===== config.mk =====
export PLATFORM = sky130hd
export DESIGN_NAME = vga_timing_gen_flat
export DESIGN_NICKNAME = d
export VERILOG_FILES = /design/src/rtl/vga_timing_gen_if.sv /design/src/rtl/vga_timing_gen.sv /design/src/flat_wrapper.sv
export SDC_FILE = /design/constraint.sdc
export NUM_CORES = 1
export LEC_CHECK = 0
export CORE_AREA = 2 2 62 64
export DETAILED_ROUTE_END_ITERATION = 6
export DIE_AREA = 0 0 64 66
export PLACE_DENSITY = 0.84
export REMOVE_ABC_BUFFERS = 1
export SLEW_MARGIN = 20
export SYNTH_ARGS = -nofsm -noshare
export SYNTH_HDL_FRONTEND = slang
export SYNTH_SLANG_ARGS = --single-unit

===== constraint.sdc =====
create_clock -name clk_25 -period 4.5 [get_ports clk_25]
set_input_delay 1.35 -clock clk_25 [delete_from_list [all_inputs] [get_ports clk_25]]
set_output_delay 1.35 -clock clk_25 [all_outputs]
set_load 0.005 [all_outputs]

===== src/rtl/vga_timing_gen_if.sv =====
// vga_timing_gen_if: pixel-coordinate and sync bundle from the raster timing source to its consumers
interface vga_timing_gen_if;
    logic [9:0] horizontal_num;
    logic [9:0] vertical_num;
    logic       load_enable;
    logic       hsync;
    logic       vsync;
    logic       line_start;
    logic       frame_start;
    modport master (output horizontal_num, vertical_num, load_enable, hsync, vsync, line_start, frame_start);
    modport slave  (input  horizontal_num, vertical_num, load_enable, hsync, vsync, line_start, frame_start);
endinterface


===== src/rtl/vga_timing_gen.sv =====
// vga_timing_gen: 640x480@60 raster counters with registered blanking, sync and line/frame strobes
module vga_timing_gen #(
    parameter int unsigned HVID     = 640,
    parameter int unsigned HFP      = 16,
    parameter int unsigned HSYNC    = 96,
    parameter int unsigned HBP      = 48,
    parameter int unsigned VVID     = 480,
    parameter int unsigned VFP      = 10,
    parameter int unsigned VSYNC    = 2,
    parameter int unsigned VBP      = 33,
    parameter bit          SYNC_POL = 1'b0,
    parameter int unsigned SYNC_DLY = 1
) (
    input  logic               clk_25,
    input  logic               rst,
    input  logic               en,
    vga_timing_gen_if.master   pix
);
    localparam logic [9:0] H_VID  = 10'(HVID);
    localparam logic [9:0] H_LAST = 10'(HVID + HFP + HSYNC + HBP - 1);
    localparam logic [9:0] HS_ON  = 10'(HVID + HFP);
    localparam logic [9:0] HS_OFF = 10'(HVID + HFP + HSYNC - 1);
    localparam logic [9:0] V_VID  = 10'(VVID);
    localparam logic [9:0] V_LAST = 10'(VVID + VFP + VSYNC + VBP - 1);
    localparam logic [9:0] VS_ON  = 10'(VVID + VFP);
    localparam logic [9:0] VS_OFF = 10'(VVID + VFP + VSYNC - 1);
    localparam int         SR_W   = SYNC_DLY + 1;
    logic [9:0]      h, v, h_nxt, v_nxt;
    logic            le, ls, fs, hs_dec, vs_dec;
    logic [SR_W-1:0] hs_sr, vs_sr;
    // next raster position and the sync decode of that position, so every registered output lines up with the counters
    always_comb begin
        h_nxt  = (h == H_LAST) ? 10'd0 : h + 10'd1;
        v_nxt  = (h != H_LAST) ? v : (v == V_LAST) ? 10'd0 : v + 10'd1;
        hs_dec = (h_nxt >= HS_ON && h_nxt <= HS_OFF) ? SYNC_POL : ~SYNC_POL;
        vs_dec = (v_nxt >= VS_ON && v_nxt <= VS_OFF) ? SYNC_POL : ~SYNC_POL;
    end
    // counters, decodes and sync delay stages all advance together and freeze together when en is low
    always_ff @(posedge clk_25 or posedge rst) begin
        if (rst) begin
            h     <= '0;
            v     <= '0;
            le    <= 1'b1;
            ls    <= 1'b0;
            fs    <= 1'b0;
            hs_sr <= {SR_W{~SYNC_POL}};
            vs_sr <= {SR_W{~SYNC_POL}};
        end else if (en) begin
            h     <= h_nxt;
            v     <= v_nxt;
            le    <= !(h_nxt < H_VID && v_nxt < V_VID);
            ls    <= h_nxt == 10'd0;
            fs    <= h_nxt == 10'd0 && v_nxt == 10'd0;
            hs_sr <= SR_W'({hs_sr, hs_dec});
            vs_sr <= SR_W'({vs_sr, vs_dec});
        end
    end
    assign pix.horizontal_num = h;
    assign pix.vertical_num   = v;
    assign pix.load_enable    = le;
    assign pix.line_start     = ls;
    assign pix.frame_start    = fs;
    assign pix.hsync          = hs_sr[SYNC_DLY];
    assign pix.vsync          = vs_sr[SYNC_DLY];
endmodule


===== src/flat_wrapper.sv =====
// flat-port wrapper written by rule: the top's interface ports become plain ports
module vga_timing_gen_flat 
#(
    parameter int unsigned HVID     = 640,
    parameter int unsigned HFP      = 16,
    parameter int unsigned HSYNC    = 96,
    parameter int unsigned HBP      = 48,
    parameter int unsigned VVID     = 480,
    parameter int unsigned VFP      = 10,
    parameter int unsigned VSYNC    = 2,
    parameter int unsigned VBP      = 33,
    parameter bit          SYNC_POL = 1'b0,
    parameter int unsigned SYNC_DLY = 1
)
  (clk_25, rst, en, pix_horizontal_num, pix_vertical_num, pix_load_enable, pix_hsync, pix_vsync, pix_line_start, pix_frame_start);
  vga_timing_gen_if pix_i ();
  input  logic clk_25;
  input  logic rst;
  input  logic en;
  output wire logic [$bits(pix_i.horizontal_num)-1:0] pix_horizontal_num;
  output wire logic [$bits(pix_i.vertical_num)-1:0] pix_vertical_num;
  output wire logic [$bits(pix_i.load_enable)-1:0] pix_load_enable;
  output wire logic [$bits(pix_i.hsync)-1:0] pix_hsync;
  output wire logic [$bits(pix_i.vsync)-1:0] pix_vsync;
  output wire logic [$bits(pix_i.line_start)-1:0] pix_line_start;
  output wire logic [$bits(pix_i.frame_start)-1:0] pix_frame_start;
  assign pix_horizontal_num = pix_i.horizontal_num;
  assign pix_vertical_num = pix_i.vertical_num;
  assign pix_load_enable = pix_i.load_enable;
  assign pix_hsync = pix_i.hsync;
  assign pix_vsync = pix_i.vsync;
  assign pix_line_start = pix_i.line_start;
  assign pix_frame_start = pix_i.frame_start;
  vga_timing_gen #(.HVID(HVID), .HFP(HFP), .HSYNC(HSYNC), .HBP(HBP), .VVID(VVID), .VFP(VFP), .VSYNC(VSYNC), .VBP(VBP), .SYNC_POL(SYNC_POL), .SYNC_DLY(SYNC_DLY)) u_core (.clk_25(clk_25), .rst(rst), .en(en), .pix(pix_i));
endmodule

==> run_results.csv, run 1 <==
group,metric,value,unit
synth,synth_top_family_by_area,"simple AND/OR/NAND/NOR gates",
run_status,status,"finished clean",
synth,synth_mux_area_frac,0.0262,
floorplanning,num_rows,22,
cells_and_area,mostFrequentLayoutCells,"27 x clkdlybuf4s50_1, 22 x dfrtp_1, 20 x nand2_1, 20 x o21ai_0, 16 x xnor2_1",
floorplanning,core,3550,um2
clock_network,cts_max_level,1,
sta,min_period,2.93,ns
synth,synth_fa_ha_area_frac,0.0244,
flow_run,maxCapViolCount,0,
route,num_vias,1738,
grt,use_met1,0.350,
synth,synth_ff_type,"dfrtp_1",
worst_setup_path,cp_max_fo,17,
synth,synth-async-reset-ratio,1.00,
grt,grt_usage,0.235,
sta,holdWs,0.524,ns
clock_network,cts_resized,0,
clock_network,cts_setup_buffers,0,
floorplanning,die_w,64,um
synth,synth_compound_area_frac,0.184,
clock_network,cts_tree,"yes",
sta,slew_viol_final,0,
worst_setup_path,cp.arrival,3.22,ns
worst_hold_path,min_path_type,"reg -> reg",
synth,synthSimpleGateAreaFrac,0.265,
cells_and_area,drive_gt1_frac,0.131,
grt,overflow,0,
cells_and_area,layout_commonest_cell,"clkdlybuf4s50_1",
placed_design,port_buffers,27,
sta,max_freq,341,MHz
power,p_leak,0.000834,uW
cells_and_area,fillers,295,
route,drtAntennaViolNets,0,
power,powerDensity,270,nW/um2
route,drtIter0Drc,72,
cells_and_area,nets,244,
synth,syn_area,2050,um2
worst_setup_path,required,4.79,ns
worst_setup_path,start_kind,"primary input",
clock_network,clock_sinks,27,
route,drt-pass1-iter-count,5,
grt,grt_pass1_vias,1574,
clock_network,hold_buffers,0,
route,vias_per_cell,6.12,
cells_and_area,seqCellArea,682,um2
cells_and_area,diodes,0,
route,routed_wl,4.50,mm
grt,antenna_found_initial,0,
floorplanning,io_pins,28,
sta,grt_setup_unrepaired,"no",
power,peakVddDrop,0.252,mV
route,drcViolationCount,0,
placed_design,placed_area,2230,um2
synth,synth-edff-count,0,
clock_network,clk_pin_slew,0.15,ns
sta,setup_violations,0,
sta,hold_viol,0,
clock_network,cts_buffers,3,
synth,syn_inst,223,
cells_and_area,area_growth,10.1,%
synth,yosys_warnings,0,
route,wire_per_inst,15.9,um
sta,worst_slew_margin_rel,0.543,
sta,fin_crit_sh,0.651,
floorplanning,start_util,0.578,
synth,netlist-cell-type-count,61,
floorplanning,die_y,66,um
placed_design,dp_hpwl,3.25,mm
synth,syn_area_per_cell,9.20,um2
grt,grt_util_met3,0.0256,
grt,grt_pass1_wl,7.80,mm
grt,grt_busiest_layer,"met2",
sta,fin_skew,0.00275,ns
clock_network,clockRootBuffer,"clkbuf_4",
synth,yosys_register_bits,27,
placed_design,routabilityCongestion,0.909,
grt,met2_usage,0.352,
floorplanning,die_area,4220,um2
synth,synth-xor-area-share,0.0726,
cells_and_area,multi_input_area,1170,um2
worst_setup_path,end_kind,"flop",
grt,grt_max_degree,28,
sta,tightest_slew,0.683,ns
sta,tns,0,ns
cells_and_area,final_cell_area,2260,um2
clock_network,clockBufferDepth,2,
worst_setup_path,crit_type,"in -> reg",
synth,yosysSeqAreaShare,0.333,
clock_network,clk_latency,0.33,ns
power,power.total,610,uW
[kinds of logic after synthesis]
family | Yosys count
xor gates and xnor gates | 17
AOI/OAI and AO/OA | 53
buffers and inverters | 29
DFF | 27
muxes | 5
adders and majority gates | 4
and+or+nand+nor | 88
[routing by layer]
layer,vias to the layer above,wire [um],part of all wire
li1,841,-,-
met1,851,2230,0.49
met5,-,0,0
met4,0,68,0.015
met2,39,2010,0.45
met3,7,198,0.044
[path summary, 6_finish.rpt]
| check | start | end | slack, ns | depth (start not counted) |
|---|---|---|---|---|
| setup / recovery | en | u_core.pix.vertical_num[4]$_DFFE_PP0P_ | 1.57 | 6 |
| hold / removal | u_core.hs_sr[0]$_DFFE_PP1P_ | u_core.hs_sr[0]$_DFFE_PP1P_ | 0.52 | 2 |
| setup reg to reg | u_core.pix.horizontal_num[1]$_DFFE_PP0P_ | u_core.vs_sr[0]$_DFFE_PP1P_ | 2.01 | 7 |
| hold reg to reg | u_core.hs_sr[0]$_DFFE_PP1P_ | u_core.hs_sr[0]$_DFFE_PP1P_ | 0.52 | 2 |
| max in group asynchronous | rst | u_core.pix.load_enable$_DFFE_PP1P_ | 2.77 | 2 |
| min in group asynchronous | rst | u_core.pix.vertical_num[8]$_DFFE_PP0P_ | 1.36 | 2 |
[layout make-up]
class	count	area share
Tap cell	48	0.0266
Multi-Input combinational cell	167	0.520
Timing Repair Buffer	28	0.123
Clock buffer	3	0.00997
Sequential cell	27	0.302
Inverter	10	0.0166
Clock inverter	1	0.00222
[cell usage after synthesis (all sizes together), types with 2 or more instances]
cell type / instances / share of area
and4: 5 / 0.024
and3b: 2 / 0.0092
and3: 6 / 0.019
nand2: 20 / 0.037
o21ai: 21 / 0.051
ha: 4 / 0.024
nand4: 9 / 0.027
mux2i: 2 / 0.0098
o31ai: 4 / 0.015
a31oi: 5 / 0.015
nor4: 2 / 0.013
xnor2: 16 / 0.068
nor3: 5 / 0.020
inv: 10 / 0.018
and2: 2 / 0.0061
o221ai: 2 / 0.012
a21o: 2 / 0.0073
dfstp: 5 / 0.064
nand3: 13 / 0.034
a211oi: 3 / 0.017
mux2: 3 / 0.016
nor4b: 2 / 0.023
clkbuf: 6 / 0.021
a21oi: 5 / 0.012
buf: 13 / 0.056
nor2: 15 / 0.029
dfrtp: 22 / 0.27
or3: 2 / 0.0061
[state kept, by name, summed over array words and instances (netlist names)]
name	cells
u_core.hs_sr	2
u_core.pix.frame_start	1
u_core.pix.horizontal_num	10
u_core.pix.line_start	1
u_core.pix.load_enable	1
u_core.pix.vertical_num	10
u_core.vs_sr	2
[critical path, cell delays in order]
cell and delay, ns:
clkdlybuf4s50_1 0.91, inv_1 0.24, nor2_2 0.29, nand4_1 0.16, nor3_1 0.16, a21o_1 0.10
[through the flow]
| step | util | cells | worst slack (ns) |
|---|---|---|---|
| 2_1_floorplan | - | 204 | 2.35 |
| 3_3_place_gp | 0.628 | 280 | 1.31 |
| 3_5_place_dp | 0.628 | 280 | 1.26 |
| 4_1_cts | 0.636 | 284 | 1.59 |
| 5_1_grt | 0.636 | 284 | 1.34 |
| 6_report | 0.636 | 284 | 1.57 |
[power breakdown]
part           leakage [uW]  total (uW)  internal (uW)  switching, uW
logic              0.000482         172           99.7           72.5
registers          0.000334         329            267           62.7
clock network     0.0000177         109           33.5           75.2
Note: power is estimated with default switching activity, not from simulation.
==> run 2, diff against run 1 <==
--- a/config.mk
+++ b/config.mk
@@ -5,10 +5,10 @@
 export SDC_FILE = /design/constraint.sdc
 export NUM_CORES = 1
 export LEC_CHECK = 0
-export CORE_AREA = 2 2 62 64
+export CORE_AREA = 2 2 65 67
 export DETAILED_ROUTE_END_ITERATION = 6
-export DIE_AREA = 0 0 64 66
-export PLACE_DENSITY = 0.84
+export DIE_AREA = 0 0 67 69
+export PLACE_DENSITY = 0.77
 export REMOVE_ABC_BUFFERS = 1
 export SLEW_MARGIN = 20
 export SYNTH_ARGS = -nofsm -noshare
==> constraint.sdc (replaced) <==
create_clock -name clk_25 -period 2.7 [get_ports clk_25]
set_input_delay 0.81 -clock clk_25 [delete_from_list [all_inputs] [get_ports clk_25]]
set_output_delay 0.81 -clock clk_25 [all_outputs]
set_load 0.005 [all_outputs]
==> run 2 against run 1 <==
  * First-iteration DRC count up 76%
  * Routed wire length up 7.4%
  * Clock-buffer cell count up 1
  * Clock power up 120%
  * Die area up 9.4%
  * Critical path type is now reg -> reg
  * Largest power group unchanged
==> run_results.csv, run 2 (synthesis gave the netlist of run 1 again) <==
group,metric,value,unit
sta,min_period,2.52,ns
clock_network,clock_sinks,27,
clock_network,clk_latency,0.28,ns
cells_and_area,fillers,366,
sta,slew_viol_final,0,
power,p_leak,0.000882,uW
worst_setup_path,r2r-end,"u_core.vs_sr[0]$_DFFE_PP1P_",
worst_hold_path,min_path_type,"reg -> reg",
grt,grt_usage,0.221,
cells_and_area,area_growth,14.4,%
flow_run,maxCapViolCount,0,
worst_setup_path,required,2.92,ns
cells_and_area,seqCellArea,682,um2
route,drt-pass1-iter-count,5,
route,vias_per_cell,6.00,
power,peakVddDrop,0.417,mV
clock_network,clockBufferDepth,2,
worst_setup_path,endpoint,"u_core.vs_sr[0]$_DFFE_PP1P_",
sta,setup_violations,0,
floorplanning,io_pins,28,
cells_and_area,nets,253,
clock_network,cts_resized,0,
clock_network,cts_max_level,1,
clock_network,cts_setup_buffers,0,
placed_design,dp_hpwl,3.53,mm
sta,worst_slew_margin_rel,0.604,
route,num_vias,1771,
cells_and_area,drive_gt1_frac,0.155,
clock_network,cts_tree,"yes",
worst_setup_path,cp.arrival,2.74,ns
clock_network,cts_buffers,3,
floorplanning,die_area,4620,um2
cells_and_area,utilization,0.599,
worst_setup_path,crit_type,"reg -> reg",
sta,tightest_slew,0.589,ns
cells_and_area,multi_input_area,1170,um2
placed_design,port_buffers,27,
worst_setup_path,end_kind,"flop",
clock_network,clockRootBuffer,"clkbuf_8",
worst_hold_path,min_delay_path_depth,2,
worst_setup_path,reg2reg_slack,0.18,ns
floorplanning,num_rows,23,
placed_design,dp_cells,291,
worst_setup_path,cp_slowest_stage_delay,0.46,ns
worst_setup_path,start_kind,"flop",
sta,grt_setup_unrepaired,"no",
floorplanning,start_util,0.524,
worst_setup_path,r2r_start,"u_core.pix.horizontal_num[1]$_DFFE_PP0P_",
route,drtAntennaViolNets,0,
cells_and_area,stdcell_count,295,
clock_network,clk_pin_slew,0.10,ns
floorplanning,die_y,69,um
grt,overflow,0,
route,drcViolationCount,0,
placed_design,placed_area,2300,um2
sta,tns,0,ns
floorplanning,core,3910,um2
grt,grt_pass1_vias,1581,
sta,max_freq,396,MHz
cells_and_area,diodes,0,
grt,grt_pass1_wl,7.94,mm
cells_and_area,mostFrequentLayoutCells,"27 x clkdlybuf4s50_1, 22 x dfrtp_1, 20 x nand2_1, 20 x o21ai_0, 16 x xnor2_1",
grt,antenna_found_initial,0,
power,powerDensity,465,nW/um2
cells_and_area,layout_commonest_cell,"clkdlybuf4s50_1",
grt,grt_max_degree,28,
route,wire_per_inst,16.4,um
worst_setup_path,cp_max_fo,10,
placed_design,routabilityCongestion,0.849,
route,routed_wl,4.84,mm
worst_setup_path,cpMaxStageDelayCell,"dfrtp_1",
clock_network,hold_buffers,0,
route,drtIter0Drc,127,
sta,fin_skew,0.00855,ns
worst_setup_path,crit_start,"u_core.pix.horizontal_num[1]$_DFFE_PP0P_",
floorplanning,die_w,67,um
cells_and_area,final_cell_area,2350,um2
sta,hold_viol,0,
worst_setup_path,rr_worst_depth,7,
worst_setup_path,worstPathCellList,"ha_1 > and4_4 > and3_1 > o211ai_4 > a211oi_4 > o221ai_2 > o32a_1",
sta,fin_crit_sh,0.934,
run_status,status,"finished clean",
run 2: area by class of cell:
type	count	area share
Timing Repair Buffer	37	0.147
Multi-Input combinational cell	167	0.500
Sequential cell	27	0.291
Tap cell	50	0.0267
Inverter	10	0.0160
Clock buffer	4	0.0192
run 2: worst max-delay path: cells and delay by family, from the launching register on:
family / cells / cell delay, ns
flops: 1 / 0.46
compound gates: 4 / 0.90
simple gates: 2 / 0.77
fa+ha+maj: 1 / 0.32
run 2: worst min path at each step:
stage | startpoint | end
after global routing | u_core.hs_sr[0]$_DFFE_PP1P_ | u_core.hs_sr[0]$_DFFE_PP1P_
after CTS | u_core.hs_sr[0]$_DFFE_PP1P_ | u_core.hs_sr[0]$_DFFE_PP1P_
final | u_core.hs_sr[0]$_DFFE_PP1P_ | u_core.hs_sr[0]$_DFFE_PP1P_
after floorplan | u_core.hs_sr[0]$_DFFE_PP1P_ | u_core.hs_sr[0]$_DFFE_PP1P_
after detailed placement | u_core.hs_sr[0]$_DFFE_PP1P_ | u_core.hs_sr[0]$_DFFE_PP1P_
after global placement | u_core.hs_sr[0]$_DFFE_PP1P_ | u_core.hs_sr[0]$_DFFE_PP1P_
run 2: per-stage QoR:
| step | hold slack (ns) | worst slack (ns) | power [uW] |
|---|---|---|---|
| floorplan | 0.465 | 0.551 | 701 |
| global placement | 0.482 | 0.318 | 843 |
| detailed placement | 0.500 | 0.270 | 851 |
| CTS | 0.513 | 0.251 | 1090 |
| global route | 0.544 | 0.0867 | 1150 |
| finish | 0.515 | 0.177 | 1090 |
run 2: metal layers:
layer  up-vias  share of wire  GRT usage
li1        860              -          -
met1       830           0.45      0.341
met2        73           0.47      0.319
met3         8          0.066     0.0245
met4         0          0.018     0.0748
met5         -              0          0
run 2: power breakdown:
group	switching [uW]	total [uW]	internal, uW
registers	109	554	444
logic	126	294	168
clock network	136	242	106
==> run 3, diff against run 2 <==
--- a/config.mk
+++ b/config.mk
@@ -5,6 +5,7 @@
 export SDC_FILE = /design/constraint.sdc
 export NUM_CORES = 1
 export LEC_CHECK = 0
+export CAP_MARGIN = 20
 export CORE_AREA = 2 2 65 67
 export DETAILED_ROUTE_END_ITERATION = 6
 export DIE_AREA = 0 0 67 69
==> results of run 3 <==
The final DEF is identical to that of run 2; final timing and power are the same.
